**config.mk**
```make
export PLATFORM = sky130hd
export DESIGN_NAME = qif_sweep_scheduler_flat
export DESIGN_NICKNAME = d
export VERILOG_FILES = /design/src/rtl/qif_sweep_scheduler_if.sv /design/src/rtl/qif_sweep_scheduler.sv /design/src/flat_wrapper.sv
export SDC_FILE = /design/constraint.sdc
export NUM_CORES = 1
export LEC_CHECK = 0
export ABC_AREA = 1
export ABC_CLOCK_PERIOD_IN_PS = 8250
export CAP_MARGIN = 20
export CORE_ASPECT_RATIO = 1.1
export CORE_MARGIN = 2
export CORE_UTILIZATION = 55
export DETAILED_ROUTE_END_ITERATION = 10
export PLACE_DENSITY = 0.77
export SLEW_MARGIN = 5
export SYNTH_ARGS = -nofsm -noshare
export SYNTH_HDL_FRONTEND = slang
export SYNTH_SLANG_ARGS = --single-unit
```
**constraint.sdc**
```tcl
create_clock -name clk -period 8.25 [get_ports clk]
set_input_delay 1.2375 -clock clk [delete_from_list [all_inputs] [get_ports clk]]
set_output_delay 1.2375 -clock clk [all_outputs]
set_load 0.05 [all_outputs]
```
**src/rtl/qif_sweep_scheduler_if.sv**
```systemverilog
// qif_sweep_scheduler_if: groups the host-side control/config signals and the
// sweep status/spike outputs of qif_sweep_scheduler.
//   master: drives tick_i and the input-current write port, observes status.
//   slave : the scheduler; consumes tick/B writes, drives status and spikes.
interface qif_sweep_scheduler_if #(
    parameter int unsigned N   = 4,
    parameter int unsigned IDW = $clog2(N)
) ();
    logic           tick_i;
    logic           b_we_i;
    logic [IDW-1:0] b_addr_i;
    logic [7:0]     b_data_i;
    logic           busy_o;
    logic           done_o;
    logic           spike_valid_o;
    logic [IDW-1:0] spike_id_o;
    logic           overrun_o;
    logic [7:0]     v_dbg_o;

    modport master (
        output tick_i, b_we_i, b_addr_i, b_data_i,
        input  busy_o, done_o, spike_valid_o, spike_id_o, overrun_o, v_dbg_o
    );

    modport slave (
        input  tick_i, b_we_i, b_addr_i, b_data_i,
        output busy_o, done_o, spike_valid_o, spike_id_o, overrun_o, v_dbg_o
    );
endinterface

```
**src/rtl/qif_sweep_scheduler.sv**
```systemverilog
// qif_sweep_scheduler: time-multiplexes one quadratic integrate-and-fire update
// datapath over N virtual neurons. Each tick triggers a sweep of all neurons in
// index order (READ, CALC, WRITE per neuron), writing back V and emitting a
// spike event for each neuron that fires.
// Ports:
//   clk, rst_n          clock and synchronous active-low reset
//   bus (slave)         tick_i, b_we_i/b_addr_i/b_data_i input-current writes;
//                       busy_o, done_o, spike_valid_o/spike_id_o, overrun_o,
//                       v_dbg_o (V being written back, 0 otherwise)
module qif_sweep_scheduler #(
    parameter int unsigned       N      = 4,
    parameter int unsigned       IDW    = $clog2(N),
    parameter logic signed [7:0] VRESET = -8'sd20,
    parameter logic signed [7:0] VPEAK  = 8'sd50,
    parameter int unsigned       SHIFT  = 4
) (
    input logic                  clk,
    input logic                  rst_n,
    qif_sweep_scheduler_if.slave bus
);

    typedef enum logic [2:0] {StIdle, StRead, StCalc, StWrite, StDone} state_e;

    state_e state_q, state_d;
    logic [IDW-1:0] idx_q, idx_d;
    logic pending_q, pending_d;
    logic overrun_q, overrun_d;

    logic signed [7:0] v_mem_q [N];
    logic signed [7:0] b_mem_q [N];
    logic signed [7:0] vop_q, bop_q;
    logic signed [7:0] result_q;

    logic           busy_q, busy_d;
    logic           done_q, done_d;
    logic           spike_valid_q, spike_valid_d;
    logic [IDW-1:0] spike_id_q, spike_id_d;
    logic [7:0]     v_dbg_q, v_dbg_d;

    // QIF datapath on the operand registers.
    logic signed [15:0] vop_ext;
    logic        [15:0] sq;
    logic        [15:0] sq_sh;
    logic signed [17:0] sum;
    logic signed [7:0]  calc_result;
    logic               calc_fire;

    assign vop_ext = {{8{vop_q[7]}}, vop_q};
    // |V| <= 128 so V*V <= 16384 fits the 16-bit product without overflow.
    assign sq      = unsigned'(vop_ext * vop_ext);
    assign sq_sh   = sq >> SHIFT;
    assign sum     = {{10{vop_q[7]}}, vop_q} + {2'b00, sq_sh} + {{10{bop_q[7]}}, bop_q};

    always_comb begin
        calc_fire   = 1'b0;
        calc_result = VRESET;
        if (vop_q >= VPEAK) begin
            calc_fire   = 1'b1;
            calc_result = VRESET;
        end else if (sum > 18'sd127) begin
            calc_result = 8'sd127;
        end else if (sum < -18'sd128) begin
            calc_result = -8'sd128;
        end else begin
            calc_result = sum[7:0];
        end
    end

    // Next-state and registered-output logic.
    always_comb begin
        state_d   = state_q;
        idx_d     = idx_q;
        pending_d = pending_q;
        overrun_d = overrun_q;

        // Ticks arriving mid-sweep are queued once; a second one is lost.
        if (bus.tick_i && (state_q != StIdle)) begin
            if (!pending_q) begin
                pending_d = 1'b1;
            end else begin
                overrun_d = 1'b1;
            end
        end

        unique case (state_q)
            StIdle: begin
                if (bus.tick_i || pending_q) begin
                    state_d   = StRead;
                    idx_d     = '0;
                    pending_d = 1'b0;
                end
            end
            StRead:  state_d = StCalc;
            StCalc:  state_d = StWrite;
            StWrite: begin
                if (idx_q == IDW'(N - 1)) begin
                    state_d = StDone;
                end else begin
                    idx_d   = idx_q + 1'b1;
                    state_d = StRead;
                end
            end
            StDone:  state_d = StIdle;
            default: state_d = StIdle;
        endcase

        // Outputs are registered, so they are computed from the upcoming state.
        busy_d        = (state_d != StIdle);
        done_d        = (state_d == StDone);
        spike_valid_d = (state_q == StCalc) && calc_fire;
        spike_id_d    = ((state_q == StCalc) && calc_fire) ? idx_q : '0;
        v_dbg_d       = (state_q == StCalc) ? calc_result : 8'd0;
    end

    always_ff @(posedge clk) begin
        if (!rst_n) begin
            state_q       <= StIdle;
            idx_q         <= '0;
            pending_q     <= 1'b0;
            overrun_q     <= 1'b0;
            vop_q         <= '0;
            bop_q         <= '0;
            result_q      <= '0;
            busy_q        <= 1'b0;
            done_q        <= 1'b0;
            spike_valid_q <= 1'b0;
            spike_id_q    <= '0;
            v_dbg_q       <= '0;
            for (int i = 0; i < int'(N); i++) begin
                v_mem_q[i] <= VRESET;
                b_mem_q[i] <= '0;
            end
        end else begin
            state_q       <= state_d;
            idx_q         <= idx_d;
            pending_q     <= pending_d;
            overrun_q     <= overrun_d;
            busy_q        <= busy_d;
            done_q        <= done_d;
            spike_valid_q <= spike_valid_d;
            spike_id_q    <= spike_id_d;
            v_dbg_q       <= v_dbg_d;

            // A same-edge B write is not visible to this read: old value is taken.
            if (state_q == StRead) begin
                vop_q <= v_mem_q[idx_q];
                bop_q <= b_mem_q[idx_q];
            end
            if (state_q == StCalc) begin
                result_q <= calc_result;
            end
            if (state_q == StWrite) begin
                v_mem_q[idx_q] <= result_q;
            end
            if (bus.b_we_i && (32'(bus.b_addr_i) < N)) begin
                b_mem_q[bus.b_addr_i] <= bus.b_data_i;
            end
        end
    end

    assign bus.busy_o        = busy_q;
    assign bus.done_o        = done_q;
    assign bus.spike_valid_o = spike_valid_q;
    assign bus.spike_id_o    = spike_id_q;
    assign bus.overrun_o     = overrun_q;
    assign bus.v_dbg_o       = v_dbg_q;

endmodule
```
**src/flat_wrapper.sv**
```systemverilog
// flat-port wrapper written by rule: the top's interface ports become plain ports
module qif_sweep_scheduler_flat 
#(
    parameter int unsigned       N      = 4,
    parameter int unsigned       IDW    = $clog2(N),
    parameter logic signed [7:0] VRESET = -8'sd20,
    parameter logic signed [7:0] VPEAK  = 8'sd50,
    parameter int unsigned       SHIFT  = 4
)
  (clk, rst_n, bus_tick_i, bus_b_we_i, bus_b_addr_i, bus_b_data_i, bus_busy_o, bus_done_o, bus_spike_valid_o, bus_spike_id_o, bus_overrun_o, bus_v_dbg_o);
  qif_sweep_scheduler_if #(.N(N), .IDW(IDW)) bus_i ();
  input logic clk;
  input logic rst_n;
  input wire logic [$bits(bus_i.tick_i)-1:0] bus_tick_i;
  input wire logic [$bits(bus_i.b_we_i)-1:0] bus_b_we_i;
  input wire logic [$bits(bus_i.b_addr_i)-1:0] bus_b_addr_i;
  input wire logic [$bits(bus_i.b_data_i)-1:0] bus_b_data_i;
  output wire logic [$bits(bus_i.busy_o)-1:0] bus_busy_o;
  output wire logic [$bits(bus_i.done_o)-1:0] bus_done_o;
  output wire logic [$bits(bus_i.spike_valid_o)-1:0] bus_spike_valid_o;
  output wire logic [$bits(bus_i.spike_id_o)-1:0] bus_spike_id_o;
  output wire logic [$bits(bus_i.overrun_o)-1:0] bus_overrun_o;
  output wire logic [$bits(bus_i.v_dbg_o)-1:0] bus_v_dbg_o;
  assign bus_i.tick_i = bus_tick_i;
  assign bus_i.b_we_i = bus_b_we_i;
  assign bus_i.b_addr_i = bus_b_addr_i;
  assign bus_i.b_data_i = bus_b_data_i;
  assign bus_busy_o = bus_i.busy_o;
  assign bus_done_o = bus_i.done_o;
  assign bus_spike_valid_o = bus_i.spike_valid_o;
  assign bus_spike_id_o = bus_i.spike_id_o;
  assign bus_overrun_o = bus_i.overrun_o;
  assign bus_v_dbg_o = bus_i.v_dbg_o;
  qif_sweep_scheduler #(.N(N), .IDW(IDW), .VRESET(VRESET), .VPEAK(VPEAK), .SHIFT(SHIFT)) u_core (.clk(clk), .rst_n(rst_n), .bus(bus_i));
endmodule
```
After elaboration in Yosys (flattened, before gate mapping)
Memory sizes are Yosys's and may differ from the RTL's. A register that Yosys moved wholly into a read port is not among the register bits.
Index checks and enable logic that the tools add are counted.
Operators by class
  mux-type cells: 26
  eq/ne operators: 7
  multiply operators: 1
  $lt $le $gt $ge: 3
  reduce and logical (&&, ||, !) cells: 15
  add/sub/neg operators: 3
Operator list (count)
  $mux W8: 5
  $add A18 B18 Y18: 1
  $gt A18 B8 Y1 const B: 1
  $lt A18 B8 Y1 const B: 1
  $mul A8 B8 Y16: 1
  $reduce_or A8 Y1: 2
  $add A8 B13 Y14: 1
  $mux W1: 13
  $pmux W3 S4: 1
  $ge A8 B7 Y1 const B: 1
  $mux W2: 4
  $eq A3 B2 Y1 const B: 2
  $mux W3: 2
  $reduce_and A2 Y1: 3
  $reduce_bool A3 Y1: 2
  $pmux W2 S2: 1
  $eq A3 B1 Y1 const B: 1
  $eq A3 B3 Y1 const B: 1
  $logic_not A3 Y1: 1
  $reduce_and A3 Y1: 1
  $add A2 B1 Y2 const B: 1
  $eq A2 B2 Y1 const B: 1
  $logic_and A1 B1 Y1: 2
  $logic_not A1 Y1: 2
  other kinds (4): 4
Storage, ports and cells
  register bits after elaboration: 28
  memories kept: 2
  RAM bits: 64
Memories
  u_core.b_mem_q: words 4, width 8, read ports 1, clocked after memory_dff 1, write ports 4, RTL line qif_sweep_scheduler.sv:30  | logic signed [7:0] b_mem_q [N];
  u_core.v_mem_q: words 4, width 8, read ports 1, clocked after memory_dff 1, write ports 4, RTL line qif_sweep_scheduler.sv:29  | logic signed [7:0] v_mem_q [N];

Depth between registers and ports, before layout
Gate-level depths: netlist of the first run.
  depth in word-level cells: 7
  mapped depth: 46

Worst setup path before layout of the first run
Ideal clock, no wire load.
  kind: register -> register
  start point: reg u_core.vop_q[7], read port of u_core.v_mem_q
  end point: reg u_core.result_q[2]
  path slack: 1.450 ns
  period minus slack after synthesis: 6.800 ns
  arrival: 6.686 ns
  stages on the path, launching flop included: 40
  buffers on the path: 1
  cell sequence: dfxtp_1 -> buf_1 -> nand2_1 -> fa_1 -> inv_1 -> fa_1 -> fa_1 -> inv_1 -> fa_1 -> inv_1 -> ha_1 -> nand2_1 -> o21ai_0 -> a21oi_1 -> o21ai_0 -> xor2_1 -> inv_1 -> ha_1 -> [... 4 more ...] -> a21oi_1 -> xor2_1 -> inv_1 -> ha_1 -> nand2_1 -> inv_1 -> nand2_1 -> nand2_1 -> a21oi_1 -> nand2_1 -> nand2_1 -> nand2_1 -> nor2_1 -> nand3_2 -> a21oi_4 -> nand2_1 -> nand2_1 -> nand2_1
On the way
  word-level cells in the longest chain between the ends: 7
RTL lines
  from (decl): RTL line qif_sweep_scheduler.sv:31  | logic signed [7:0] vop_q, bop_q;
  $mul A8 B8 Y16: RTL line qif_sweep_scheduler.sv:50  | assign sq = unsigned'(vop_ext * vop_ext);
  $add A8 B13 Y14: RTL line qif_sweep_scheduler.sv:52  | assign sum = {{10{vop_q[7]}}, vop_q} + {2'b00, sq_sh} + {{10{bop_q[7]}}, bop_q};
  $add A18 B18 Y18: RTL line qif_sweep_scheduler.sv:52
  $lt A18 B8 Y1: RTL line qif_sweep_scheduler.sv:62  | end else if (sum < -18'sd128) begin
  $mux W8: RTL line qif_sweep_scheduler.sv:62
  $mux W8: RTL line qif_sweep_scheduler.sv:60  | end else if (sum > 18'sd127) begin
  $mux W8 (*): RTL line qif_sweep_scheduler.sv:57  | if (vop_q >= VPEAK) begin
  to (signal assigned): RTL line qif_sweep_scheduler.sv:150  | result_q <= calc_result;
  to (decl): RTL line qif_sweep_scheduler.sv:32  | logic signed [7:0] result_q;
Mark *: on every way between the ends. The rest lies on a longest branch, timed or not.
A chain may end at the register's enable or synchronous reset.

Worst setup path in the final report of the first run
  start point: reg u_core.vop_q[7], read port of u_core.v_mem_q
  end point: reg u_core.result_q[5]
The elaborated chain is that of the path after synthesis.

==> summary.txt, run 1 <==
Synth
  – Asr flop ratio synth: 0
  – Net Count, Synth: roughly 1,100
  – Avg Cell Area, Syn: between 8 and 9 um^2
  – Ys Warns: 0
  – Seq/Total Area, Yosys: 0.352
  – Synth Flop Type: edfxtp_1
  – Synth top area cells: edfxtp_1 (24%), dfxtp_1 (11%), fa_1 (11%), nand2_1 (9.6%), ha_1 (9.6%)
  – Distinct cell type count after synthesis: 40
  – Number of flops mapped to enable cells by yosys: between 60 and 70
  – Mapped cell area: approximately 8000 um^2
  – FF+latch count, synth: between 100 and 150
  – Cell taking the most area after synthesis: edfxtp_1
  – Post-synth top area share: 0.241
  – Cells after Synth: 991

Worst setup path
  – Crit-path most repeated cell: nand2_1
  – Reg2reg setup slack: approximately 0.93 ns
  – CP startpoint kind: flip-flop
  – FF-to-FF path depth: 36
  – Worst setup EP type: flip-flop
  – Arrival @ worst endpoint: 7.56 ns
  – Reg2Reg Launch Point: u_core.vop_q[7]$_SDFFE_PN0P_
  – Crit-path max FO: 18
  – Critical path's slowest cell: fa_1
  – Worst EP required: 8.49 ns
  – CP Class: flip-flop to flip-flop
  – CP peak stage delay: approximately 0.68 ns
  – Critical R2R Capture: u_core.result_q[5]$_SDFFE_PN0N_

CTS
  – Clk Latency, worst-skew pair: roughly 0.34 ns
  – Post-cts sizing count: 0
  – CTS Sinks: around 110
  – CTS H-tree depth: 3
  – Clock buffer depth: 2
  – CTS Buf Count: 9
  – Clk slew on worst S/H paths: roughly 0.07 ns
  – Root Driver: clkbuf_16
  – CTS tree: built
  – Hold Buf Count CTS: 0
  – Post-CTS setup buffers: 0

Detailed routing
  – Final wirelength: 17,100 um
  – Initial DRC Count: between 300 and 400
  – Avg WL per Cell: around 14 um
  – Via count: approximately 6,300
  – First-pass DRT Iterations: 5
  – Post-route ant nets: 0
  – DRC errors left: 0
  – Vias/cell: between 5 and 6

Min path
  – Hold Crit Endpoint: u_core.bus.overrun_o$_SDFFE_PN0P_
  – Worst Hold Class: flip-flop to flip-flop
  – Worst hold start: u_core.bus.overrun_o$_SDFFE_PN0P_
  – Hold path depth: 2

Placed design
  – # port buffers: 27
  – Gpl congestion: 0.914
  – Post-DP HPWL: about 14,000 um

Finish
  – Share of cells above drive strength 1: 0.0552
  – NumNets Final: 1,126
  – Number of antenna diodes: 0
  – Area Overhead vs Synth: 9.12%

Run status
  – Status: finished, final reports clean

Power and ir drop
  – Pwr dens: 260 nW/um^2
  – Static leakage: 4.19 nW
  – Worst VDD drop: around 0.12 mV

Floorplanning
  – I/O pin count: 28
  – Initial Util: 0.558
  – Row cnt: 46
  – Die width: roughly 120 um
  – Die ar.: around 15,000 um^2
  – Core area: about 14,000 um^2
  – Chip height: between 100 and 150 um

Timing
  – Total negative slack: 0 ns
  – RSZ-0062 raised after global routing: no
  – Slew @ Worst Pin: between 0.7 and 0.8 ns
  – Hold Slack: 0.476 ns
  – Clock skew: between 0.008 and 0.009 ns
  – Period Utilization, post-route: 0.887
  – Fmax: between 100 and 150 MHz
  – Slew Limit Fails: 0
  – Slew margin rel.: 0.519
  – Crit path time final: about 7.3 ns
  – Setup Viol. Count Final: 0
  – Hold Fails Final Rpt: 0

GRT
  – Largest net degree at the start of global routing: 28
  – Initial antenna violation count: 0
  – First-pass GRT wire length: around 29,000 um
  – GRT overflow: 0
  – Number of global-route vias before repair: 6,189
  – GRT Overall Usage: 0.230

Job
  – MaxCap Viol Count: 0
[sequential cells by signal, summed over array words and instances (netlist names)]
signal / count
u_core.bus.spike_id_o: 2
u_core.idx_q: 2
u_core.b_mem_q: 32
u_core.pending_q: 1
u_core.bus.busy_o: 1
u_core.bus.overrun_o: 1
u_core.result_q: 8
u_core.vop_q: 8
u_core.bus.done_o: 1
u_core.state_q: 3
u_core.bus.spike_valid_o: 1
u_core.v_mem_q: 32
u_core.bus.v_dbg_o: 8
u_core.bop_q: 8
[cells in the mapped netlist (16+ instances only)]
cell type / n
edfxtp_1: 64
fa_1: 42
a21oi_1: 47
o21ai_0: 36
nor3_1: 16
nor2_1: 110
nand3_1: 26
dfxtp_1: 44
inv_1: 190
clkbuf_1: 19
nand2_1: 204
ha_1: 61
xor2_1: 26
[metal layers]
| layer | wire length [um] | global-route usage |
|---|---|---|
| met1 | 7320 | 0.275 |
| met2 | 8980 | 0.435 |
| met3 | 476 | 0.0236 |
| met4 | 350 | 0.0735 |
| met5 | 0 | 0 |
[cell usage in the layout (no fill, tap or decap), drive strengths merged]
master,netlist,routed
o21a,1,1
fa,42,42
inv,201,202
o21ai,38,38
nor2,122,122
nand2,210,210
o21bai,4,4
nor3,17,17
o221ai,5,5
or2,2,2
clkbuf,19,11
nand3b,2,2
clkinvlp,0,1
nand3,31,31
xor2,26,26
bufinv,0,1
o22ai,2,2
ha,61,61
a31oi,10,10
nand4,8,8
a41o,1,1
clkdlybuf4s50,0,27
or3,1,1
a221o,5,5
dfxtp,44,44
clkinv,1,3
buf,7,6
and2,2,2
a21oi,48,48
edfxtp,64,64
o211ai,2,2
a22oi,3,3
xnor2,12,12
[critical path: cells and delay by family, from the launching register on]
kind | cells | cell delay [ns]
adder cells (fa/ha/maj) | 7 | 3.36
AND/OR/NAND/NOR | 15 | 1.51
AO/OA/AOI/OAI | 6 | 0.95
buffers and inverters | 6 | 0.62
XOR/XNOR | 2 | 0.39
flip-flops | 1 | 0.37
[report_power, final]
part | internal, mW | switching, mW
Sequential | 0.613 | 0.0442
Clock | 0.234 | 0.183
Combinational | 0.420 | 0.769
[metrics by stage]
stage          setup WS [ns]  power [mW]   util  cells  cell area (um^2)
6_report               0.928        2.26  0.609   1206              8700
5_1_grt                0.248        2.43  0.609   1206              8700
4_1_cts                0.925        2.26  0.609   1204              8690
3_5_place_dp           0.962        1.84  0.589   1188              8400
3_3_place_gp            1.02        1.83  0.589   1188              8400
2_1_floorplan           1.45        1.56      -    991              7970
[logic make-up (layout without fill, tap and decap cells)]
group           count (synthesis)  in the layout  share of synthesized area
compound gates                119            119                     0.0873
xor+xnor                       38             38                     0.0418
fa+ha+maj                     103            103                      0.201
buf+inv                       228            251                      0.109
flops                         108            108                      0.352
simple gates                  395            395                      0.209
[layout make-up]
type / count / area (um^2)
repair buffers: 33 / 310
flip-flops and latches: 108 / 2800
inverters: 202 / 758
clock inverters: 5 / 51.3
clock buffers: 11 / 233
multi-input cells: 655 / 4300
fillers: 1329 / 5580
well taps: 192 / 240
[worst max-delay path by stage]
stage                                             from                         endpoint  slack (ns)  depth (start not counted)
after floorplan           u_core.vop_q[7]$_SDFFE_PN0P_  u_core.result_q[2]$_SDFFE_PN0N_        1.45                         39
after global placement    u_core.vop_q[7]$_SDFFE_PN0P_  u_core.result_q[6]$_SDFFE_PN0N_        1.02                         36
after detailed placement  u_core.vop_q[7]$_SDFFE_PN0P_  u_core.result_q[5]$_SDFFE_PN0N_        0.96                         36
after CTS                 u_core.vop_q[7]$_SDFFE_PN0P_  u_core.result_q[5]$_SDFFE_PN0N_        0.93                         36
after global routing      u_core.vop_q[7]$_SDFFE_PN0P_  u_core.result_q[5]$_SDFFE_PN0N_        0.25                         39
final                     u_core.vop_q[7]$_SDFFE_PN0P_  u_core.result_q[5]$_SDFFE_PN0N_        0.93                         36
(Power assumes the default switching activity.)
==> run 2: changes to the inputs <==
--- a/config.mk
+++ b/config.mk
@@ -11,6 +11,7 @@
 export CORE_ASPECT_RATIO = 1.1
 export CORE_MARGIN = 2
 export CORE_UTILIZATION = 55
+export CTS_BUF_LIST = sky130_fd_sc_hd__clkbuf_16
 export DETAILED_ROUTE_END_ITERATION = 10
 export PLACE_DENSITY = 0.77
 export SLEW_MARGIN = 5
==> run 2 against run 1 <==
Effect of this change: register-to-register slack barely moved; count of clock-buffer cells in the layout fell by 2; sequential share of layout area did not move; highest routed layer unchanged; clock skew fell by 0.00086 ns; sequential cell count did not move; largest power group unchanged; global-route usage did not move; largest cell class unchanged; clock power barely moved.
==> summary.txt, run 2 (synthesized netlist as in run 1, its figures left out) <==
Worst setup path
  – CP startpoint: u_core.vop_q[7]$_SDFFE_PN0P_
  – CP startpoint kind: flip-flop
  – Critical R2R Capture: u_core.result_q[5]$_SDFFE_PN0N_
  – Worst EP required: 8.49 ns (about the same)
  – CP Class: flip-flop to flip-flop
  – FF-to-FF path depth: 36 (unchanged)
  – Reg2reg setup slack: 0.93 ns (about the same)
  – Crit-path most repeated cell: nand2_1
  – Crit-path max FO: 18 (unchanged)
  – Arrival @ worst endpoint: 7.56 ns (about the same)
  – Critical path's slowest cell: fa_1
  – Worst setup EP type: flip-flop
  – Reg2Reg Launch Point: u_core.vop_q[7]$_SDFFE_PN0P_
  – CP peak stage delay: 0.68 ns (about the same)

Detailed routing
  – First-pass DRT Iterations: 5 (unchanged)
  – DRC errors left: 0 (unchanged)
  – Via count: 6,285 (-0.11%)
  – Initial DRC Count: 345 (unchanged)
  – Post-route ant nets: 0 (unchanged)
  – Final wirelength: 17,100 um (about the same)
  – Vias/cell: 5.21 (-0.11%)
  – Avg WL per Cell: 14.2 um (about the same)

CTS
  – CTS H-tree depth: 3 (unchanged)
  – Post-CTS setup buffers: 0 (unchanged)
  – Root Driver: clkbuf_16
  – CTS tree: built
  – Clk Latency, worst-skew pair: 0.34 ns (about the same)
  – CTS Sinks: 108 (unchanged)
  – Hold Buf Count CTS: 0 (unchanged)
  – Post-cts sizing count: 0 (unchanged)
  – Clock buffer depth: 2 (unchanged)
  – CTS Buf Count: 9 (unchanged)
  – Clk slew on worst S/H paths: 0.07 ns (about the same)

Job
  – MaxCap Viol Count: 0 (unchanged)

Floorplanning
  – Chip height: 130 um (unchanged)
  – Row cnt: 46 (unchanged)
  – Initial Util: 0.558 (unchanged)
  – Die ar.: 15,500 um^2 (unchanged)
  – Die width: 119 um (unchanged)
  – I/O pin count: 28 (unchanged)
  – Core area: 14,300 um^2 (unchanged)

Finish
  – Final std cells w/o fill: 1,206 (unchanged)
  – Share of cells above drive strength 1: 0.0552 (unchanged)
  – Commonest non-fill, non-tap cells in the layout: nand2_1 (204), inv_1 (192), nor2_1 (110), edfxtp_1 (64), ha_1 (61)
  – Area Overhead vs Synth: 9.12% (unchanged)
  – Commonest non-fill, non-tap cell in the layout: nand2_1
  – Fillers: 1,329 (unchanged)
  – Regs by FF count: u_core.b_mem_q: 32 flops, u_core.v_mem_q: 32 flops
  – Number of antenna diodes: 0 (unchanged)
  – Reg area: 2800 um^2 (unchanged)
  – Util after Layout: 0.609 (unchanged)
  – NumNets Final: 1,126 (unchanged)
  – Area occupied by multi-input gates: 4300 um^2 (unchanged)

Timing
  – Slew Limit Fails: 0 (unchanged)
  – Period Utilization, post-route: 0.887 (about the same)
  – Hold Fails Final Rpt: 0 (unchanged)
  – Setup Viol. Count Final: 0 (unchanged)
  – Crit path time final: 7.32 ns (-0.00125 ns)
  – Setup slack after layout: 0.930 ns (+0.00125 ns)
  – Fmax: 137 MHz (about the same)
  – Slew margin rel.: 0.519 (about the same)
  – Total negative slack: 0 ns (unchanged)
  – Clock skew: 0.00796 ns (-0.000857 ns)
  – Slew @ Worst Pin: 0.721 ns (+0.0000623 ns)
  – RSZ-0062 raised after global routing: no

Power and ir drop
  – Tot Pwr: 2.26 mW (-0.13%)
  – Static leakage: 4.20 nW (+0.20%)
  – Pwr dens: 260 nW/um^2 (-0.13%)
  – Worst VDD drop: 0.122 mV (about the same)

GRT
  – GRT Overall Usage: 0.230 (unchanged)
  – Largest net degree at the start of global routing: 28 (unchanged)
  – GRT overflow: 0 (unchanged)
  – Initial antenna violation count: 0 (unchanged)
  – Number of global-route vias before repair: 6,189 (unchanged)
  – First-pass GRT wire length: 28,500 um (unchanged)

Min path
  – Hold Crit Endpoint: u_core.bus.overrun_o$_SDFFE_PN0P_
  – Hold path depth: 2 (unchanged)
  – Worst hold start: u_core.bus.overrun_o$_SDFFE_PN0P_
  – Worst Hold Class: flip-flop to flip-flop

Placed design
  – Placed cell count: 1,188 (unchanged)
  – Place WS: 0.962 ns (unchanged)
  – # port buffers: 27 (unchanged)
  – Gpl congestion: 0.914 (unchanged)
  – Post-DP HPWL: 13,600 um (unchanged)

Run status
  – Status: finished, final reports clean
-- run 2: cell types whose count changed in the layout (fill, tap and decap cells not counted), sizes merged --
| cell | change |
|---|---|
| clkbuf | -2 |
| inv | +2 |
-- run 2: through the flow --
stage	cell area, um^2	hold WS [ns]
after detailed placement	8400	0.464
after global routing	8700	0.496
after CTS	8690	0.477
final	8700	0.476
after global placement	8400	0.449
after floorplan	7970	0.426
-- run 2: area by class of cell --
class | count | share of cell area
tap | 192 | 0.0276
inverter | 202 | 0.0872
clock buffer | 9 | 0.0259
multi-input combinational | 655 | 0.495
clock inverter | 7 | 0.00676
timing repair buffer | 33 | 0.0357
sequential | 108 | 0.322
-- run 2: report_power, final --
group | switching [mW] | leakage [nW] | total (mW) | internal (mW)
clock network | 0.183 | 0.143 | 0.414 | 0.232
registers | 0.0441 | 0.931 | 0.658 | 0.613
logic | 0.769 | 3.12 | 1.19 | 0.420
-- run 2: worst max-delay path by stage --
| stage | endpoint | slack [ns] | cells past startpoint |
|---|---|---|---|
| 3_3_place_gp | u_core.result_q[6]$_SDFFE_PN0N_ | 1.02 | 36 |
| 4_1_cts | u_core.result_q[5]$_SDFFE_PN0N_ | 0.93 | 36 |
| 2_1_floorplan | u_core.result_q[2]$_SDFFE_PN0N_ | 1.45 | 39 |
| 5_1_grt | u_core.result_q[5]$_SDFFE_PN0N_ | 0.25 | 39 |
| 6_report | u_core.result_q[5]$_SDFFE_PN0N_ | 0.93 | 36 |
| 3_5_place_dp | u_core.result_q[5]$_SDFFE_PN0N_ | 0.96 | 36 |
-- run 2: worst max-delay path: cells and delay by family, from the launching register on --
kind,cells,cell delay [ns]
flip-flops,1,0.37
adder cells (fa/ha/maj),7,3.35
buffers and inverters,6,0.62
AO/OA/AOI/OAI,6,0.95
AND/OR/NAND/NOR,15,1.50
XOR/XNOR,2,0.39
-- run 2: metal layers --
| layer | vias up | part of all wire | GRT usage | wire (um) |
|---|---|---|---|---|
| met5 | - | 0 | 0 | 0 |
| met4 | 0 | 0.020 | 0.0735 | 350 |
| met3 | 28 | 0.030 | 0.0236 | 518 |
| met2 | 106 | 0.52 | 0.435 | 8970 |
| met1 | 3002 | 0.43 | 0.275 | 7290 |
| li1 | 3149 | - | - | - |
==> run 3: changes to the inputs <==
--- a/config.mk
+++ b/config.mk
@@ -18,3 +18,4 @@
 export SYNTH_ARGS = -nofsm -noshare
 export SYNTH_HDL_FRONTEND = slang
 export SYNTH_SLANG_ARGS = --single-unit
+export TNS_END_PERCENT = 100
==> results of run 3 <==
No change in the layout: final DEF, timing and power equal those of run 2.
